## src/rtl/stream_alpha_lifo_if.sv

```systemverilog
// Handshake and data bundle between the forward/backward recursions and the
// alpha LIFO. The slave side is the LIFO itself.
interface stream_alpha_lifo_if #(
  parameter int BITS           = 16,
  parameter int STATES         = 4,
  parameter int OUTPUT_SYMBOLS = 4,
  parameter int SYMBOLS        = 10
);
  localparam int IDX_W = $clog2(SYMBOLS);

  logic                                  alpha_valid;
  logic                                  alpha_ready;
  logic [STATES-1:0][BITS-1:0]           AlphaMetric;
  logic [OUTPUT_SYMBOLS-1:0][BITS-1:0]   branch_metric;
  logic                                  beta_valid;
  logic                                  beta_ready;
  logic [STATES-1:0][BITS-1:0]           BetaMetric;
  logic                                  out_valid;
  logic [STATES-1:0][BITS-1:0]           out_AlphaMetric;
  logic [OUTPUT_SYMBOLS-1:0][BITS-1:0]   out_branch_metric;
  logic [STATES-1:0][BITS-1:0]           out_BetaMetric;
  logic [IDX_W-1:0]                      out_index;
  logic                                  out_last;
  logic                                  beta_drop;

  modport master (
    output alpha_valid, AlphaMetric, branch_metric, beta_valid, BetaMetric,
    input  alpha_ready, beta_ready, out_valid, out_AlphaMetric,
           out_branch_metric, out_BetaMetric, out_index, out_last, beta_drop
  );

  modport slave (
    input  alpha_valid, AlphaMetric, branch_metric, beta_valid, BetaMetric,
    output alpha_ready, beta_ready, out_valid, out_AlphaMetric,
           out_branch_metric, out_BetaMetric, out_index, out_last, beta_drop
  );
endinterface

```

## src/rtl/stream_alpha_lifo.sv

```systemverilog
// Stores one frame of alpha/branch metrics in symbol order and replays it in
// reverse, pairing each entry with the incoming beta of the same symbol.
module stream_alpha_lifo #(
  parameter int BITS           = 16,
  parameter int STATES         = 4,
  parameter int OUTPUT_SYMBOLS = 4,
  parameter int SYMBOLS        = 10
) (
  input  logic                 clk,
  input  logic                 rst,
  stream_alpha_lifo_if.slave   bus
);
  localparam int IDX_W  = $clog2(SYMBOLS);
  localparam int A_W    = STATES * BITS;
  localparam int B_W    = OUTPUT_SYMBOLS * BITS;
  localparam int WORD_W = A_W + B_W;
  localparam logic [IDX_W-1:0] LAST_IDX = IDX_W'(SYMBOLS - 1);

  typedef enum logic {FILL, DRAIN} state_t;

  state_t              state, state_nxt;
  logic [IDX_W-1:0]    wr_ptr, rd_ptr;
  logic                wr_en, rd_en;
  logic                alpha_ready, beta_ready;
  logic [WORD_W-1:0]   mem [SYMBOLS];
  logic [WORD_W-1:0]   rd_word;

  assign bus.alpha_ready = alpha_ready;
  assign bus.beta_ready  = beta_ready;
  assign rd_word         = mem[rd_ptr];

  // State register
  always_ff @(posedge clk or posedge rst) begin
    if (rst) state <= FILL;
    else     state <= state_nxt;
  end

  // Next state, strobes and ready decode (ready depends on state only)
  always_comb begin
    state_nxt   = state;
    wr_en       = 1'b0;
    rd_en       = 1'b0;
    alpha_ready = 1'b0;
    beta_ready  = 1'b0;
    case (state)
      FILL: begin
        alpha_ready = 1'b1;
        wr_en       = bus.alpha_valid;
        if (wr_en && wr_ptr == LAST_IDX) state_nxt = DRAIN;
      end
      DRAIN: begin
        beta_ready = 1'b1;
        rd_en      = bus.beta_valid;
        if (rd_en && rd_ptr == '0) state_nxt = FILL;
      end
      default: state_nxt = FILL;
    endcase
  end

  // Write/read pointers; each reloads at the end of its own pass
  always_ff @(posedge clk or posedge rst) begin
    if (rst) begin
      wr_ptr <= '0;
      rd_ptr <= LAST_IDX;
    end else begin
      if (wr_en) begin
        if (wr_ptr == LAST_IDX) begin
          wr_ptr <= '0;
          rd_ptr <= LAST_IDX;
        end else begin
          wr_ptr <= wr_ptr + IDX_W'(1);
        end
      end
      if (rd_en) begin
        if (rd_ptr == '0) rd_ptr <= LAST_IDX;
        else              rd_ptr <= rd_ptr - IDX_W'(1);
      end
    end
  end

  // Frame storage, not reset
  always_ff @(posedge clk) begin
    if (wr_en) mem[wr_ptr] <= {bus.AlphaMetric, bus.branch_metric};
  end

  // Aligned output triple and drop pulse, one cycle after acceptance
  always_ff @(posedge clk or posedge rst) begin
    if (rst) begin
      bus.out_valid         <= 1'b0;
      bus.out_last          <= 1'b0;
      bus.beta_drop         <= 1'b0;
      bus.out_AlphaMetric   <= '0;
      bus.out_branch_metric <= '0;
      bus.out_BetaMetric    <= '0;
      bus.out_index         <= '0;
    end else begin
      bus.out_valid <= rd_en;
      bus.out_last  <= rd_en && (rd_ptr == '0);
      bus.beta_drop <= bus.beta_valid && (state == FILL);
      if (rd_en) begin
        bus.out_AlphaMetric   <= rd_word[WORD_W-1:B_W];
        bus.out_branch_metric <= rd_word[B_W-1:0];
        bus.out_BetaMetric    <= bus.BetaMetric;
        bus.out_index         <= rd_ptr;
      end
    end
  end
endmodule

```

## src/flat_wrapper.sv

```systemverilog
// flat-port wrapper written by rule: the top's interface ports become plain ports
module stream_alpha_lifo_flat 
#(
  parameter int BITS           = 16,
  parameter int STATES         = 4,
  parameter int OUTPUT_SYMBOLS = 4,
  parameter int SYMBOLS        = 10
)
  (clk, rst, bus_alpha_valid, bus_AlphaMetric, bus_branch_metric, bus_beta_valid, bus_BetaMetric, bus_alpha_ready, bus_beta_ready, bus_out_valid, bus_out_AlphaMetric, bus_out_branch_metric, bus_out_BetaMetric, bus_out_index, bus_out_last, bus_beta_drop);
  stream_alpha_lifo_if #(.BITS(BITS), .STATES(STATES), .OUTPUT_SYMBOLS(OUTPUT_SYMBOLS), .SYMBOLS(SYMBOLS)) bus_i ();
  input  logic clk;
  input  logic rst;
  input wire logic [$bits(bus_i.alpha_valid)-1:0] bus_alpha_valid;
  input wire logic [$bits(bus_i.AlphaMetric)-1:0] bus_AlphaMetric;
  input wire logic [$bits(bus_i.branch_metric)-1:0] bus_branch_metric;
  input wire logic [$bits(bus_i.beta_valid)-1:0] bus_beta_valid;
  input wire logic [$bits(bus_i.BetaMetric)-1:0] bus_BetaMetric;
  output wire logic [$bits(bus_i.alpha_ready)-1:0] bus_alpha_ready;
  output wire logic [$bits(bus_i.beta_ready)-1:0] bus_beta_ready;
  output wire logic [$bits(bus_i.out_valid)-1:0] bus_out_valid;
  output wire logic [$bits(bus_i.out_AlphaMetric)-1:0] bus_out_AlphaMetric;
  output wire logic [$bits(bus_i.out_branch_metric)-1:0] bus_out_branch_metric;
  output wire logic [$bits(bus_i.out_BetaMetric)-1:0] bus_out_BetaMetric;
  output wire logic [$bits(bus_i.out_index)-1:0] bus_out_index;
  output wire logic [$bits(bus_i.out_last)-1:0] bus_out_last;
  output wire logic [$bits(bus_i.beta_drop)-1:0] bus_beta_drop;
  assign bus_i.alpha_valid = bus_alpha_valid;
  assign bus_i.AlphaMetric = bus_AlphaMetric;
  assign bus_i.branch_metric = bus_branch_metric;
  assign bus_i.beta_valid = bus_beta_valid;
  assign bus_i.BetaMetric = bus_BetaMetric;
  assign bus_alpha_ready = bus_i.alpha_ready;
  assign bus_beta_ready = bus_i.beta_ready;
  assign bus_out_valid = bus_i.out_valid;
  assign bus_out_AlphaMetric = bus_i.out_AlphaMetric;
  assign bus_out_branch_metric = bus_i.out_branch_metric;
  assign bus_out_BetaMetric = bus_i.out_BetaMetric;
  assign bus_out_index = bus_i.out_index;
  assign bus_out_last = bus_i.out_last;
  assign bus_beta_drop = bus_i.beta_drop;
  stream_alpha_lifo #(.BITS(BITS), .STATES(STATES), .OUTPUT_SYMBOLS(OUTPUT_SYMBOLS), .SYMBOLS(SYMBOLS)) u_core (.clk(clk), .rst(rst), .bus(bus_i));
endmodule
```

## config.mk

```make
export PLATFORM = sky130hd
export DESIGN_NAME = stream_alpha_lifo_flat
export DESIGN_NICKNAME = d
export VERILOG_FILES = /design/src/rtl/stream_alpha_lifo_if.sv /design/src/rtl/stream_alpha_lifo.sv /design/src/flat_wrapper.sv
export SDC_FILE = /design/constraint.sdc
export NUM_CORES = 2
export LEC_CHECK = 0
export ABC_AREA = 1
export CAP_MARGIN = 20
export CELL_PAD_IN_SITES_DETAIL_PLACEMENT = 0
export CELL_PAD_IN_SITES_GLOBAL_PLACEMENT = 1
export CORE_AREA = 2 2 377 379
export DETAILED_ROUTE_END_ITERATION = 10
export DIE_AREA = 0 0 379 381
export GPL_ROUTABILITY_DRIVEN = 0
export PLACE_DENSITY = 0.78
export SLEW_MARGIN = 10
export SYNTH_ARGS = -nofsm -noshare
export SYNTH_HDL_FRONTEND = slang
export SYNTH_SLANG_ARGS = --single-unit
```

## constraint.sdc

```tcl
create_clock -name clk -period 12 [get_ports clk]
set_input_delay 3 -clock clk [delete_from_list [all_inputs] [get_ports clk]]
set_output_delay 3 -clock clk [all_outputs]
set_load 0.05 [all_outputs]
```

==> impl_metrics.env <==
export IMPL_outcome="completed"
export IMPL_cts_tree="built"
export IMPL_rsz0062_at_grt="false"
export IMPL_cp_num_buf_inv=5
export IMPL_cts_resized=0
export IMPL_core_area_sq_um=141000
export IMPL_worst_slew_pin_slew_ps=1170
export IMPL_track_usage_pct=22.1
export IMPL_hp_start="u_core.bus.out_BetaMetric[36]"
export IMPL_route_detailed_drc=0
export IMPL_hpwl_um=86900
export IMPL_cts_buffers=160
export IMPL_wl_per_cell_um=18.7
export IMPL_required_ps=12730
export IMPL_firstDrtPassIters=7
export IMPL_crit_path_end_kind="register"
export IMPL_clk_pin_slew_ps=60
export IMPL_avgSynthCellArea_sq_um=10.2
export IMPL_postRouteAntennaNets=0
export IMPL_routed_wl_um=159000
export IMPL_fin_util_pct=52.3
export IMPL_clk_path_buf_depth=3
export IMPL_final_hold_viol_count=0
export IMPL_io_buffers=396
export IMPL_grt_ovfl_total=0
export IMPL_crit_top_cell="buf_4"
export IMPL_clk_latency_ps=790
export IMPL_syn_area_sq_um=62800
export IMPL_grt_max_degree=207
export IMPL_crit_start="bus_beta_valid"
export IMPL_die_x_um=379
export IMPL_fmax_mhz=176
export IMPL_synthToLayoutAreaGrowth_pct=17.1
export IMPL_cp_start_kind="primary input"
export IMPL_cts_root_buffer="clkbuf_16"
export IMPL_die_y_um=381
export IMPL_period_minus_slack_ps=5680
export IMPL_ctsHoldBuffers=0
export IMPL_slowest_stage="buf_4"
export IMPL_yosysSeqAreaShare_pct=69.5
export IMPL_clock_sinks=1488
export IMPL_relSlewSlack_pct=21.8
export IMPL_post_cts_repair_setup_buffers=0
export IMPL_setup_viol=0
export IMPL_yosysWarnings=0
export IMPL_critical_path_top_delay_family="buffers and inverters"
export IMPL_htreeDepth=4
export IMPL_cp_cell_sequence="clkdlybuf4s50_1 > nand2_4 > inv_6 > buf_4 > buf_4 > or2_2 > nand2_1 > inv_1"
export IMPL_ir_worst_vdd_v=0.000149
export IMPL_yosysUniqueCellTypes=24
export IMPL_num_vias=41000
export IMPL_dp_cells=8192
export IMPL_start_util_pct=44.7
export IMPL_die_area_sq_um=144000
export IMPL_cap_violations=0
export IMPL_p_per_area_nw_per_um2=240
export IMPL_grt_pass1_vias=40100
export IMPL_tns_ps=0
export IMPL_hold_ws_ps=476
export IMPL_final_nets=6662
export IMPL_leakage_uw=0.0321
export IMPL_stdcell_count=8496
export IMPL_ios=397
export IMPL_reg2reg_from="u_core.rd_ptr[0]"
export IMPL_via_per_inst=4.82
export IMPL_synth_seq_cells=1488
export IMPL_power_total_uw=17700
export IMPL_synth_fp_nets=6336
export IMPL_grt_antenna_before_repair=5
export IMPL_hold_class="reg2reg"
export IMPL_grt_first_pass_wirelength_um=243000
export IMPL_synth_cells=6139
export IMPL_criticalPathCategory="in2reg"
export IMPL_finalCritPeriodShare_pct=47.3
export IMPL_slew_viol_final=0
export IMPL_rows=138
export IMPL_drive_gt1_share_pct=6.43
export IMPL_fin_skew_ps=18.1
export IMPL_drtIter0Drc=3212
export IMPL_worstPathMaxFanout=80
export IMPL_cpPeakStageDelay_ps=720
export IMPL_cp_arrival_ps=6400
## metrics by stage
step	cell area [sq um]	setup slack [ps]
after floorplan	62800	2680
after global placement	68300	5460
after detailed placement	68300	5420
after CTS	73500	6270
after global routing	73500	6080
final	73500	6320
## layer usage
metal  up-vias  track usage [%]  part of all wire, %
li1      19900                -                    -
met1     19800             29.4                   43
met2      1000             37.6                   50
met3       216             3.46                  5.0
met4         4             5.83                  1.9
met5         -                0                0.017
## cell usage after synthesis, drive strengths merged
master | n | share of area, %
clkbuf | 70 | 0.42
dfrtp | 206 | 8.2
ha | 1 | 0.020
buf | 216 | 1.8
nand4 | 2 | 0.020
dfstp | 2 | 0.084
nand2 | 2255 | 13
nor3 | 3 | 0.024
a21oi | 131 | 1.0
nor2 | 17 | 0.11
o22ai | 1 | 0.010
inv | 1173 | 7.0
nand3 | 645 | 5.1
xor2 | 3 | 0.042
edfxtp | 1280 | 61
or2 | 128 | 1.3
o21ai | 6 | 0.048
## cell type report
cell class                 instances  area (sq um)
fill                           12300         67100
inverter                        1173          4440
timing repair buffer             450          4430
clock inverter                    62           602
clock buffer                     240          4590
tap                             1890          2360
sequential                      1488         43700
multi-input combinational       3192         13400
antenna                            1          2.50
## tightest hold or removal path, stage by stage, from the launching register on
cell and delay (ps):
dfrtp_1 340, nand2_1 60, nand2_1 50
## worst paths after layout
kind | slack, ps | end | cells after the start
max | 6320 | u_core.bus.out_AlphaMetric[11] | 8
min | 480 | u_core.bus.out_BetaMetric[36] | 2
max reg2reg | 6790 | u_core.bus.out_branch_metric[49] | 11
min reg2reg | 480 | u_core.bus.out_BetaMetric[36] | 2
max in group asynchronous | 7320 | u_core.bus.out_index[1] | 4
min in group asynchronous | 2670 | u_core.bus.out_branch_metric[9] | 2
## flip-flops by register name, indices dropped and copies added (netlist names)
signal,flops
u_core.rd_ptr,4
u_core.wr_ptr,4
u_core.bus.out_branch_metric,64
u_core.bus.out_last,1
u_core.bus.out_AlphaMetric,64
u_core.state,1
u_core.bus.out_BetaMetric,64
u_core.mem,1280
u_core.bus.out_valid,1
u_core.bus.beta_drop,1
u_core.bus.out_index,4
## cell families after synthesis
kind of cell / Yosys count / synth area share [%]
AND/OR/NAND/NOR: 3050 / 20.1
flip-flops: 1488 / 69.5
buffers and inverters: 1459 / 9.24
AO/OA/AOI/OAI: 138 / 1.10
XOR/XNOR: 3 / 0.0419
adder cells (fa/ha/maj): 1 / 0.0199
## layout by cell type (no fill, tap or decap), drive strengths merged, types with 3 or more instances in the layout
master / instances
nor3: 3
inv: 1181
dfrtp: 206
xor2: 3
bufinv: 9
nor2: 17
buf: 54
clkbuf: 240
nand2: 2255
nand3: 645
edfxtp: 1280
o21ai: 6
clkinv: 44
clkdlybuf4s50: 396
or2: 128
a21oi: 131
## power breakdown
| part | total [uW] | internal (uW) | switching (uW) |
|---|---|---|---|
| Sequential | 6810 | 6360 | 447 |
| Clock | 4870 | 2850 | 2020 |
| Combinational | 5990 | 1760 | 4220 |
No activity file was read; power rests on OpenSTA's default activity.
